File: config.mk
export PLATFORM = sky130hd
export DESIGN_NAME = decoder_sel_sequencer
export DESIGN_NICKNAME = d
export VERILOG_FILES = /design/src/rtl/decoder_sel_sequencer.sv
export SDC_FILE = /design/constraint.sdc
export NUM_CORES = 1
export LEC_CHECK = 0
export ABC_AREA = 1
export CAP_MARGIN = 20
export CORE_MARGIN = 2
export CORE_UTILIZATION = 45
export CTS_BUF_LIST = sky130_fd_sc_hd__clkbuf_4 sky130_fd_sc_hd__clkbuf_8 sky130_fd_sc_hd__clkbuf_16
export CTS_CLUSTER_SIZE = 28
export DETAILED_ROUTE_END_ITERATION = 6
export PLACE_DENSITY = 0.71
export SLEW_MARGIN = 20
export SYNTH_ARGS = -nofsm -noshare
export SYNTH_HDL_FRONTEND = slang
export SYNTH_SLANG_ARGS = --single-unit
export TNS_END_PERCENT = 100
File: constraint.sdc
create_clock -name clk -period 1.6 [get_ports clk]
set_clock_uncertainty 0.15 [all_clocks]
set_input_delay 0.32 -clock clk [delete_from_list [all_inputs] [get_ports clk]]
set_output_delay 0.32 -clock clk [all_outputs]
set_load 0.01 [all_outputs]
File: src/rtl/decoder_sel_sequencer.sv
// Select-code sequencer feeding a 3-to-8 one-hot decoder: up, down, bounce and
// one-shot sequences stepped by a programmable prescaler, with step/wrap strobes.
module decoder_sel_sequencer #(
  parameter int PRESCALE_W = 16
) (
  input  logic                  clk,
  input  logic                  rst,
  input  logic                  en,
  input  logic [1:0]            mode,
  input  logic [PRESCALE_W-1:0] div,
  input  logic                  start,
  input  logic                  load,
  input  logic [2:0]            load_val,
  output logic [2:0]            sel,
  output logic                  tick,
  output logic                  wrap,
  output logic                  busy
);

  typedef enum logic {
    S_IDLE = 1'b0,
    S_RUN  = 1'b1
  } state_t;

  localparam logic [1:0] MODE_UP     = 2'b00;
  localparam logic [1:0] MODE_DOWN   = 2'b01;
  localparam logic [1:0] MODE_BOUNCE = 2'b10;
  localparam logic [1:0] MODE_ONESHOT = 2'b11;
  localparam logic DIR_UP   = 1'b0;
  localparam logic DIR_DOWN = 1'b1;

  state_t                r_state;
  logic [PRESCALE_W-1:0] r_pcnt;
  logic                  r_dir;
  logic [2:0]            r_sel;
  logic                  r_tick;
  logic                  r_wrap;
  logic                  r_busy;

  state_t                w_state_next;
  logic [PRESCALE_W-1:0] w_pcnt_next;
  logic                  w_dir_next;
  logic [2:0]            w_sel_next;
  logic                  w_tick_next;
  logic                  w_wrap_next;
  logic                  w_active;
  logic                  w_step;

  // One-shot mode only counts while a run is in progress.
  assign w_active = (mode != MODE_ONESHOT) || (r_state == S_RUN);
  assign w_step   = en && w_active && (r_pcnt >= div);

  always_comb begin
    w_state_next = r_state;
    w_pcnt_next  = r_pcnt;
    w_dir_next   = r_dir;
    w_sel_next   = r_sel;
    w_tick_next  = 1'b0;
    w_wrap_next  = 1'b0;

    if (load) begin
      w_sel_next   = load_val;
      w_pcnt_next  = '0;
      w_dir_next   = DIR_UP;
      w_state_next = S_IDLE;
    end else if ((mode == MODE_ONESHOT) && (r_state == S_IDLE)) begin
      if (en && start) begin
        w_sel_next   = 3'd0;
        w_pcnt_next  = '0;
        w_state_next = S_RUN;
      end
    end else begin
      // Abandoning a one-shot run by switching mode drops busy immediately.
      if ((mode != MODE_ONESHOT) && (r_state == S_RUN)) begin
        w_state_next = S_IDLE;
      end
      if (en && w_active) begin
        if (w_step) begin
          w_pcnt_next = '0;
          w_tick_next = 1'b1;
          case (mode)
            MODE_UP: begin
              w_sel_next  = r_sel + 3'd1;
              w_wrap_next = (r_sel == 3'd7);
            end
            MODE_DOWN: begin
              w_sel_next  = r_sel - 3'd1;
              w_wrap_next = (r_sel == 3'd0);
            end
            MODE_BOUNCE: begin
              if ((r_dir == DIR_UP) && (r_sel == 3'd7)) begin
                w_dir_next = DIR_DOWN;
                w_sel_next = 3'd6;
              end else if ((r_dir == DIR_DOWN) && (r_sel == 3'd0)) begin
                w_dir_next = DIR_UP;
                w_sel_next = 3'd1;
              end else if (r_dir == DIR_UP) begin
                w_sel_next = r_sel + 3'd1;
              end else begin
                w_sel_next = r_sel - 3'd1;
              end
              w_wrap_next = (w_sel_next == 3'd7) || (w_sel_next == 3'd0);
            end
            default: begin
              w_sel_next = r_sel + 3'd1;
              if (r_sel == 3'd7) begin
                w_wrap_next  = 1'b1;
                w_state_next = S_IDLE;
              end
            end
          endcase
        end else begin
          w_pcnt_next = r_pcnt + 1'b1;
        end
      end
    end
  end

  always_ff @(posedge clk) begin
    if (rst) begin
      r_state <= S_IDLE;
      r_pcnt  <= '0;
      r_dir   <= DIR_UP;
      r_sel   <= 3'd0;
      r_tick  <= 1'b0;
      r_wrap  <= 1'b0;
      r_busy  <= 1'b0;
    end else begin
      r_state <= w_state_next;
      r_pcnt  <= w_pcnt_next;
      r_dir   <= w_dir_next;
      r_sel   <= w_sel_next;
      r_tick  <= w_tick_next;
      r_wrap  <= w_wrap_next;
      r_busy  <= (w_state_next == S_RUN);
    end
  end

  assign sel  = r_sel;
  assign tick = r_tick;
  assign wrap = r_wrap;
  assign busy = r_busy;

endmodule

Word-level counts from Yosys, hierarchy flattened --
Index checks and enable logic that the tools add are counted.
Word-level totals: bits in registers 23, input port bits 26, word-level logic and storage cells 76
Operators by class: add/subtract/negate cells 3, $lt $le $gt $ge 1, equal/unequal tests 8, mux-type cells 30, bitwise operators 5, reduce and logical (&&, ||, !) cells 23
Operator list (count):
- two-way mux 16 bit | 4
- two-way mux 3 bit | 13
- adder 16 x 1 -> 16 bit, second input constant | 1
- greater-or-equal comparator 16 bit | 1
- two-way mux 1 bit | 11
- logical AND 1 bit | 7
- equality test 3 bit, second input constant | 2
- logical NOT 3 bit | 2
- case mux 3 bit (2 select lines) | 1
- nonzero test 3 bit | 2
- inverter 1 bit | 5
- AND reduction 5 bit | 1
- OR reduction 5 bit | 1
- equality test 2 bit, second input constant | 2
- nonzero test 2 bit | 2
- OR reduction 4 bit | 1
- adder 3 x 1 -> 3 bit, second input constant | 1
- inequality test 3 x 2 -> 1 bit, second input constant | 1
- case mux 1 bit (3 select lines) | 1
- AND reduction 3 bit | 1
- OR reduction 3 bit | 1
- subtractor 3 x 1 -> 3 bit, second input constant | 1
- equality test 2 x 1 -> 1 bit, second input constant | 1
- logical NOT 2 bit | 1
- 5 further kinds | 6

Longest topological paths before layout --
Gate-level depths: netlist of the first run.
depth after elaboration 14, depth in mapped cells 16

Worst setup path before layout of the first run --
No wires, ideal clock.
path kind reg-to-reg, start point reg r_pcnt[5], end point reg r_sel[2], in the netlist sel[2], arrival 1533 ps, data required time 1335 ps, path slack -198 ps, cell stages (with the launch flop) 14, clock period less this slack 1798 ps, cell sequence dfxtp_1 > ha_1 > nand2_1 > inv_1 > nand2_1 > nor2_1 > nor2_1 > nand2_1 > nand2_1 > nand2_4 > nand2_2 > nand2_2 > a21oi_1 > nor2_1
Between the ends: word-level cells in the longest chain between the ends 4
Ends and longest elaborated chain:
- from (decl) | line 33 | logic [PRESCALE_W-1:0] r_pcnt;
- from (signal assigned) | line 130 | r_pcnt <= w_pcnt_next;
- greater-or-equal comparator 16 bit | line 51 | assign w_step = en && w_active && (r_pcnt >= div);
- logical AND 1 bit | line 51
- nonzero test 3 bit (no line)
- AND reduction 3 bit (no line)
- to (signal assigned) | line 132 | r_sel <= w_sel_next;
- to (decl) | line 35 | logic [2:0] r_sel;
No other way between the ends. A chain may end at the register's enable or synchronous reset.

Worst setup path after layout of the first run --
start point in div[3], end point reg r_pcnt[12]
Between the ends: word-level cells in the longest chain between the ends 5
Ends and longest elaborated chain:
- from (decl) | line 10 | input logic [PRESCALE_W-1:0] div,
- greater-or-equal comparator 16 bit | line 51
- logical AND 1 bit | line 51
- two-way mux 16 bit | line 78 | if (w_step) begin
- two-way mux 16 bit | line 77 | if (en && w_active) begin
- two-way mux 16 bit | line 66 | end else if ((mode == MODE_ONESHOT) && (r_state == S_IDLE)) begin
No other way between the ends. The select of a mux whose other input is x is not followed.

==> impl_metrics.py, run 1 <==
metrics = {
    "pwr": {
        "clockPowerShare_pct": 26.8,
        "powerDensity_nw_per_um2": 440,
        "pwr-share-seq_pct": 41.4,
        "intPower_w": 0.000997,
        "p_comb_share_pct": 31.8,
        "leakage_nw": 1.43,
        "p_sw_share_pct": 30.1,
        "p_sw_w": 0.000429,
        "irDropWorstVdd_mv": 0.362,
    },
    "sta": {
        "max-slew-margin-rel_pct": 82.8,
        "max_clock_freq_mhz": 537,
        "min_period_ns": 1.86,
        "setup_violations": 24,
        "worst-slew-pin-transition_ns": 0.256,
        "post-route-period-util_pct": 116,
        "fin_hold_ws_ns": 0.372,
        "drv_slew": 0,
        "finalWorstSetupSlack_ns": -0.261,
        "rsz0062_at_grt": "yes",
        "hold_viol": 0,
    },
    "outcome": {
        "violations": "setup timing",
        "status": "complete, but fails checks",
    },
    "floorplanning": {
        "dieArea_um2": 4950,
        "die_x_um": 70.3,
        "coreArea_um2": 4290,
        "io_pins": 32,
        "rows": 24,
        "die-height_um": 70.3,
        "start_util_pct": 46.1,
    },
    "clock_tree": {
        "clock_path_buffers": 2,
        "path_clk_slew_ns": 0.08,
        "cts_tree": "yes",
        "cts-root-buf": "clkbuf_8",
        "cts_buffers": 3,
        "worstSkewPairLatency_ns": 0.26,
        "clock_sinks": 23,
        "cts_hold_buf": 0,
        "cts-htree-levels": 1,
    },
    "routing": {
        "drtAntennaViolNets": 0,
        "vias": 2162,
        "drt_iter0_drc": 81,
        "wl_met1_um": 2470,
        "wirelength_um": 5250,
        "wire_per_inst_um": 12.1,
        "dr.pass1.iters": 4,
        "highest_layer": "met4",
        "dr_wl_met3_um": 135,
        "via_per_inst": 4.98,
        "met2_length_um": 2630,
        "drc": 0,
    },
    "yosys": {
        "syn_area_per_cell_um2": 6.60,
        "synth_commonest_cells": "74 x nand2_1, 42 x inv_1, 24 x a21oi_1, 24 x ha_1, 23 x dfxtp_1",
        "ys_types": 31,
        "async_reset_ff_share_pct": 0,
        "synth_seq_area_share_pct": 23.2,
        "synth_edf_count": 0,
        "netlist_area_um2": 1980,
        "synth.most_common_cell": "nand2_1",
        "yosys_warnings": 0,
        "synth_top_flop_cell": "dfxtp_1",
        "synthCells": 300,
        "synth.top_cells.by_area": "dfxtp_1 23%, ha_1 15%, nand2_1 14%",
        "yosys.area.top_type": "dfxtp_1",
        "synth.top_cell.area_share_pct": 23.2,
        "ys_seq_elements": 23,
        "syn_nets": 350,
    },
    "finish": {
        "area_delta_synth_final_pct": 63.7,
        "n_antenna_cell": 0,
        "fin_util_pct": 75.5,
        "drive_above_1_share_pct": 45.8,
        "fin_nets": 433,
    },
    "critical_path": {
        "worstSetupStartpointType": "input port",
        "required_ns": 1.64,
        "path_class": "in2reg",
        "crit_arrival_ns": 1.90,
        "path_max_fanout": 5,
        "worstSetupEndpointType": "flip-flop",
    },
    "grt": {
        "grt_max_degree": 15,
        "grt_overflow_total": 0,
        "grt_antenna_before_repair": 0,
        "grt_usage_pct": 22.5,
        "grt_pass1_wl_um": 9180,
        "first_global_vias": 2081,
    },
    "place": {
        "gp_congestion": 0.888,
        "dp_hpwl_um": 3990,
        "io_buffers": 31,
    },
    "worst_hold_path": {
        "hp-class": "reg2reg",
    },
    "run": {
        "timing.max_cap.violations": 0,
    },
}
cells in the final DEF (no fill, tap or decap), types with 10 or more instances in the layout:
master,n
nand2_1,58
buf_4,44
inv_1,26
inv_2,23
dlygate4sd2_1,21
nand2_2,18
ha_4,18
nor2_1,17
a21oi_2,16
a21oi_1,12
o21ai_1,10
o21ai_0,10
dfxtp_1,10
power groups by stage:
| stage | clock [W] | combinational (W) | sequential [W] |
|---|---|---|---|
| detailed placement | 0 | 0.000399 | 0.000604 |
| global route | 0.000404 | 0.000504 | 0.000593 |
| finish | 0.000382 | 0.000453 | 0.000591 |
| global placement | 0 | 0.000391 | 0.000604 |
| floorplan | 0 | 0.000205 | 0.000610 |
| CTS | 0.000391 | 0.000434 | 0.000591 |
final timing paths:
kind	from	to	slack [ns]	cells after the start
worst max-delay path	div[3]	r_pcnt[12]	-0.26	13
worst min-delay path	busy	busy	0.37	3
worst max register to register	r_pcnt[3]	r_pcnt[12]	-0.26	11
worst min register to register	busy	busy	0.37	3
critical path: stages:
cell	delay, ns
dlygate4sd2_1	0.24
inv_2	0.07
ha_4	0.20
a21oi_1	0.15
nand2_1	0.09
nand2_1	0.08
nand2_2	0.07
nand2_2	0.08
nand2_4	0.09
buf_12	0.15
nor2_8	0.13
o21ai_1	0.09
a21oi_1	0.13
registers in the layout (all words and copies together) (netlist names):
register and count:
r_dir 1, r_pcnt 16, busy 1, sel 3, tick 1, wrap 1
routing by layer:
metal	GRT usage, %	up-vias
met5	0	-
met4	4.06	0
met3	2.02	2
met2	39.2	25
met1	30.3	993
li1	-	1142
through the flow:
| stage | setup WS (ns) | power, W | TNS, ns | instances | instance area, µm² |
|---|---|---|---|---|---|
| floorplan | -0.119 | 0.000816 | -0.716 | 300 | 2210 |
| global placement | -0.755 | 0.000996 | -16.16 | 425 | 2920 |
| detailed placement | -0.786 | 0.00100 | -16.56 | 425 | 2920 |
| CTS | -0.226 | 0.00142 | -4.18 | 432 | 3150 |
| global route | -0.362 | 0.00150 | -7.10 | 434 | 3240 |
| finish | -0.261 | 0.00143 | -4.28 | 434 | 3240 |
cell families after synthesis:
logic type,Yosys count,share of synthesized area (%)
fa+ha+maj,24,15.2
simple gates,137,32.7
xor+xnor,6,3.03
flops,23,23.2
buf+inv,53,10.1
compound gates,57,15.8
layout make-up:
class,instances,area (µm²)
clock buffers,4,48.8
fillers,348,1050
inverters,51,199
multi-input cells,225,1760
flip-flops and latches,23,487
well taps,52,65.1
repair buffers,79,683
timing repair:
| action | CTS | global route |
|---|---|---|
| cloned | 1 | 0 |
| setup endpoints to repair | 27 | 25 |
| buffers inserted | 2 | 2 |
| pin swaps | 40 | 13 |
| resized for setup | 60 | 22 |
Power figures use the tool's default switching activity.
==> run 2: changes to the inputs <==
--- a/config.mk
+++ b/config.mk
@@ -6,10 +6,10 @@
 export NUM_CORES = 1
 export LEC_CHECK = 0
 export ABC_AREA = 1
+export ABC_CLOCK_PERIOD_IN_PS = 1600
 export CAP_MARGIN = 20
 export CORE_MARGIN = 2
 export CORE_UTILIZATION = 45
-export CTS_BUF_LIST = sky130_fd_sc_hd__clkbuf_4 sky130_fd_sc_hd__clkbuf_8 sky130_fd_sc_hd__clkbuf_16
 export CTS_CLUSTER_SIZE = 28
 export DETAILED_ROUTE_END_ITERATION = 6
 export PLACE_DENSITY = 0.71
==> impl_metrics.py, run 2 (synthesized netlist as in run 1, its figures left out) <==
metrics = {
    "sta": {
        "worst-slew-pin-transition_ns": 0.256,
        "min_period_ns": 1.86,
        "max_clock_freq_mhz": 537,
        "fin_setup_tns_ns": -4.28,
        "post-route-period-util_pct": 116,
        "finalWorstSetupSlack_ns": -0.261,
        "fin_hold_ws_ns": 0.372,
        "rsz0062_at_grt": "yes",
        "max-slew-margin-rel_pct": 82.8,
        "setup_violations": 24,
        "hold_viol": 0,
        "drv_slew": 0,
    },
    "pwr": {
        "powerDensity_nw_per_um2": 435,
        "leakage_nw": 1.42,
        "irDropWorstVdd_mv": 0.362,
    },
    "clock_tree": {
        "cts-root-buf": "clkbuf_8",
        "cts-htree-levels": 1,
        "path_clk_slew_ns": 0.08,
        "cts_tree": "yes",
        "clock_sinks": 23,
        "clock_path_buffers": 2,
        "cts_buffers": 3,
        "cts_hold_buf": 0,
        "worstSkewPairLatency_ns": 0.26,
    },
    "critical_path": {
        "path_max_fanout": 5,
        "startpoint": "div[3]",
        "r2r-end": "r_pcnt[12]",
        "rrSetupSlack_ns": -0.25,
        "required_ns": 1.64,
        "worstSetupEndpointType": "flip-flop",
        "worstSetupStartpointType": "input port",
        "r2r_cells": 11,
        "path_class": "in2reg",
        "crit_arrival_ns": 1.90,
        "r2r-start": "r_pcnt[3]",
        "crit_path_end": "r_pcnt[12]",
    },
    "routing": {
        "drtAntennaViolNets": 0,
        "drc": 0,
        "drt_iter0_drc": 82,
        "wire_per_inst_um": 12.1,
        "wirelength_um": 5250,
        "via_per_inst": 4.98,
        "vias": 2162,
        "dr.pass1.iters": 4,
    },
    "grt": {
        "grt_max_degree": 15,
        "first_global_vias": 2081,
        "grt_pass1_wl_um": 9180,
        "grt_antenna_before_repair": 0,
        "grt_overflow_total": 0,
        "grt_usage_pct": 22.5,
    },
    "place": {
        "gp_congestion": 0.888,
        "dp_hpwl_um": 3990,
        "io_buffers": 31,
    },
    "finish": {
        "area_delta_synth_final_pct": 63.5,
        "drive_above_1_share_pct": 45.5,
        "fin_nets": 433,
        "largest_reg_flops": 16,
        "fillers": 348,
        "n_antenna_cell": 0,
        "layout_commonest_cell": "nand2_1",
        "final_cell_mix": "58 x nand2_1, 44 x buf_4, 26 x inv_1",
        "regMostFlops": "r_pcnt",
    },
    "floorplanning": {
        "io_pins": 32,
        "die_x_um": 70.3,
        "dieArea_um2": 4950,
        "rows": 24,
        "die-height_um": 70.3,
        "coreArea_um2": 4290,
        "start_util_pct": 46.1,
    },
    "outcome": {
        "violations": "setup timing",
        "status": "complete, but fails checks",
    },
    "run": {
        "timing.max_cap.violations": 0,
    },
    "worst_hold_path": {
        "hp-class": "reg2reg",
    },
}
==> run 2: through the flow <==
stage          worst slack [ns]  area [µm²]  power [W]  util [%]  cells
4_1_cts                  -0.226        3140    0.00140      73.2    432
6_report                 -0.261        3240    0.00141      75.4    434
2_1_floorplan            -0.119        2210   0.000816         -    300
3_3_place_gp             -0.755        2920   0.000996      67.9    425
3_5_place_dp             -0.786        2920    0.00100      67.9    425
5_1_grt                  -0.362        3240    0.00148      75.4    434
==> run 2: power breakdown <==
| group | total [W] | switching (W) | internal (W) |
|---|---|---|---|
| Clock | 0.000364 | 0.000187 | 0.000178 |
| Combinational | 0.000453 | 0.000229 | 0.000224 |
| Sequential | 0.000591 | 0.0000123 | 0.000578 |
| Total | 0.00141 | 0.000428 | 0.000980 |
==> run 2: worst min-delay path by stage <==
stage,start,to,slack (ns),depth (start not counted)
finish,busy,busy,0.37,3
global route,busy,busy,0.43,3
CTS,busy,busy,0.38,3
detailed placement,busy,busy,0.36,3
global placement,busy,busy,0.36,3
floorplan,r_pcnt[12],r_pcnt[12],0.32,2
==> run 2: repair_timing <==
item,in CTS,in global routing
setup endpoints to repair,27,25
setup buffers,2,2
pin swaps,40,13
gates cloned,1,0
resized for setup,60,22
==> run 2: metal layers <==
metal	up-vias	global-route usage (%)	wire, µm
met5	-	0	0
met4	0	4.06	21
met3	2	2.02	151
met2	27	39.2	2630
met1	991	30.3	2450
li1	1142	-	-
==> run 2: final cells by class <==
type                       instances  area (µm²)  share of cell area [%]
tap                               52        65.1                    2.01
multi-input combinational        225        1760                    54.3
timing repair buffer              79         683                    21.1
sequential                        23         487                    15.0
inverter                          51         199                    6.14
clock buffer                       4        45.0                    1.39
==> run 2: worst max-delay path, stage by stage <==
cell and delay [ns]:
dlygate4sd2_1 0.24, inv_2 0.07, ha_4 0.20, a21oi_1 0.15, nand2_1 0.09, nand2_1 0.08, nand2_2 0.07, nand2_2 0.08
nand2_4 0.09, buf_12 0.15, nor2_8 0.13, o21ai_1 0.09, a21oi_1 0.13
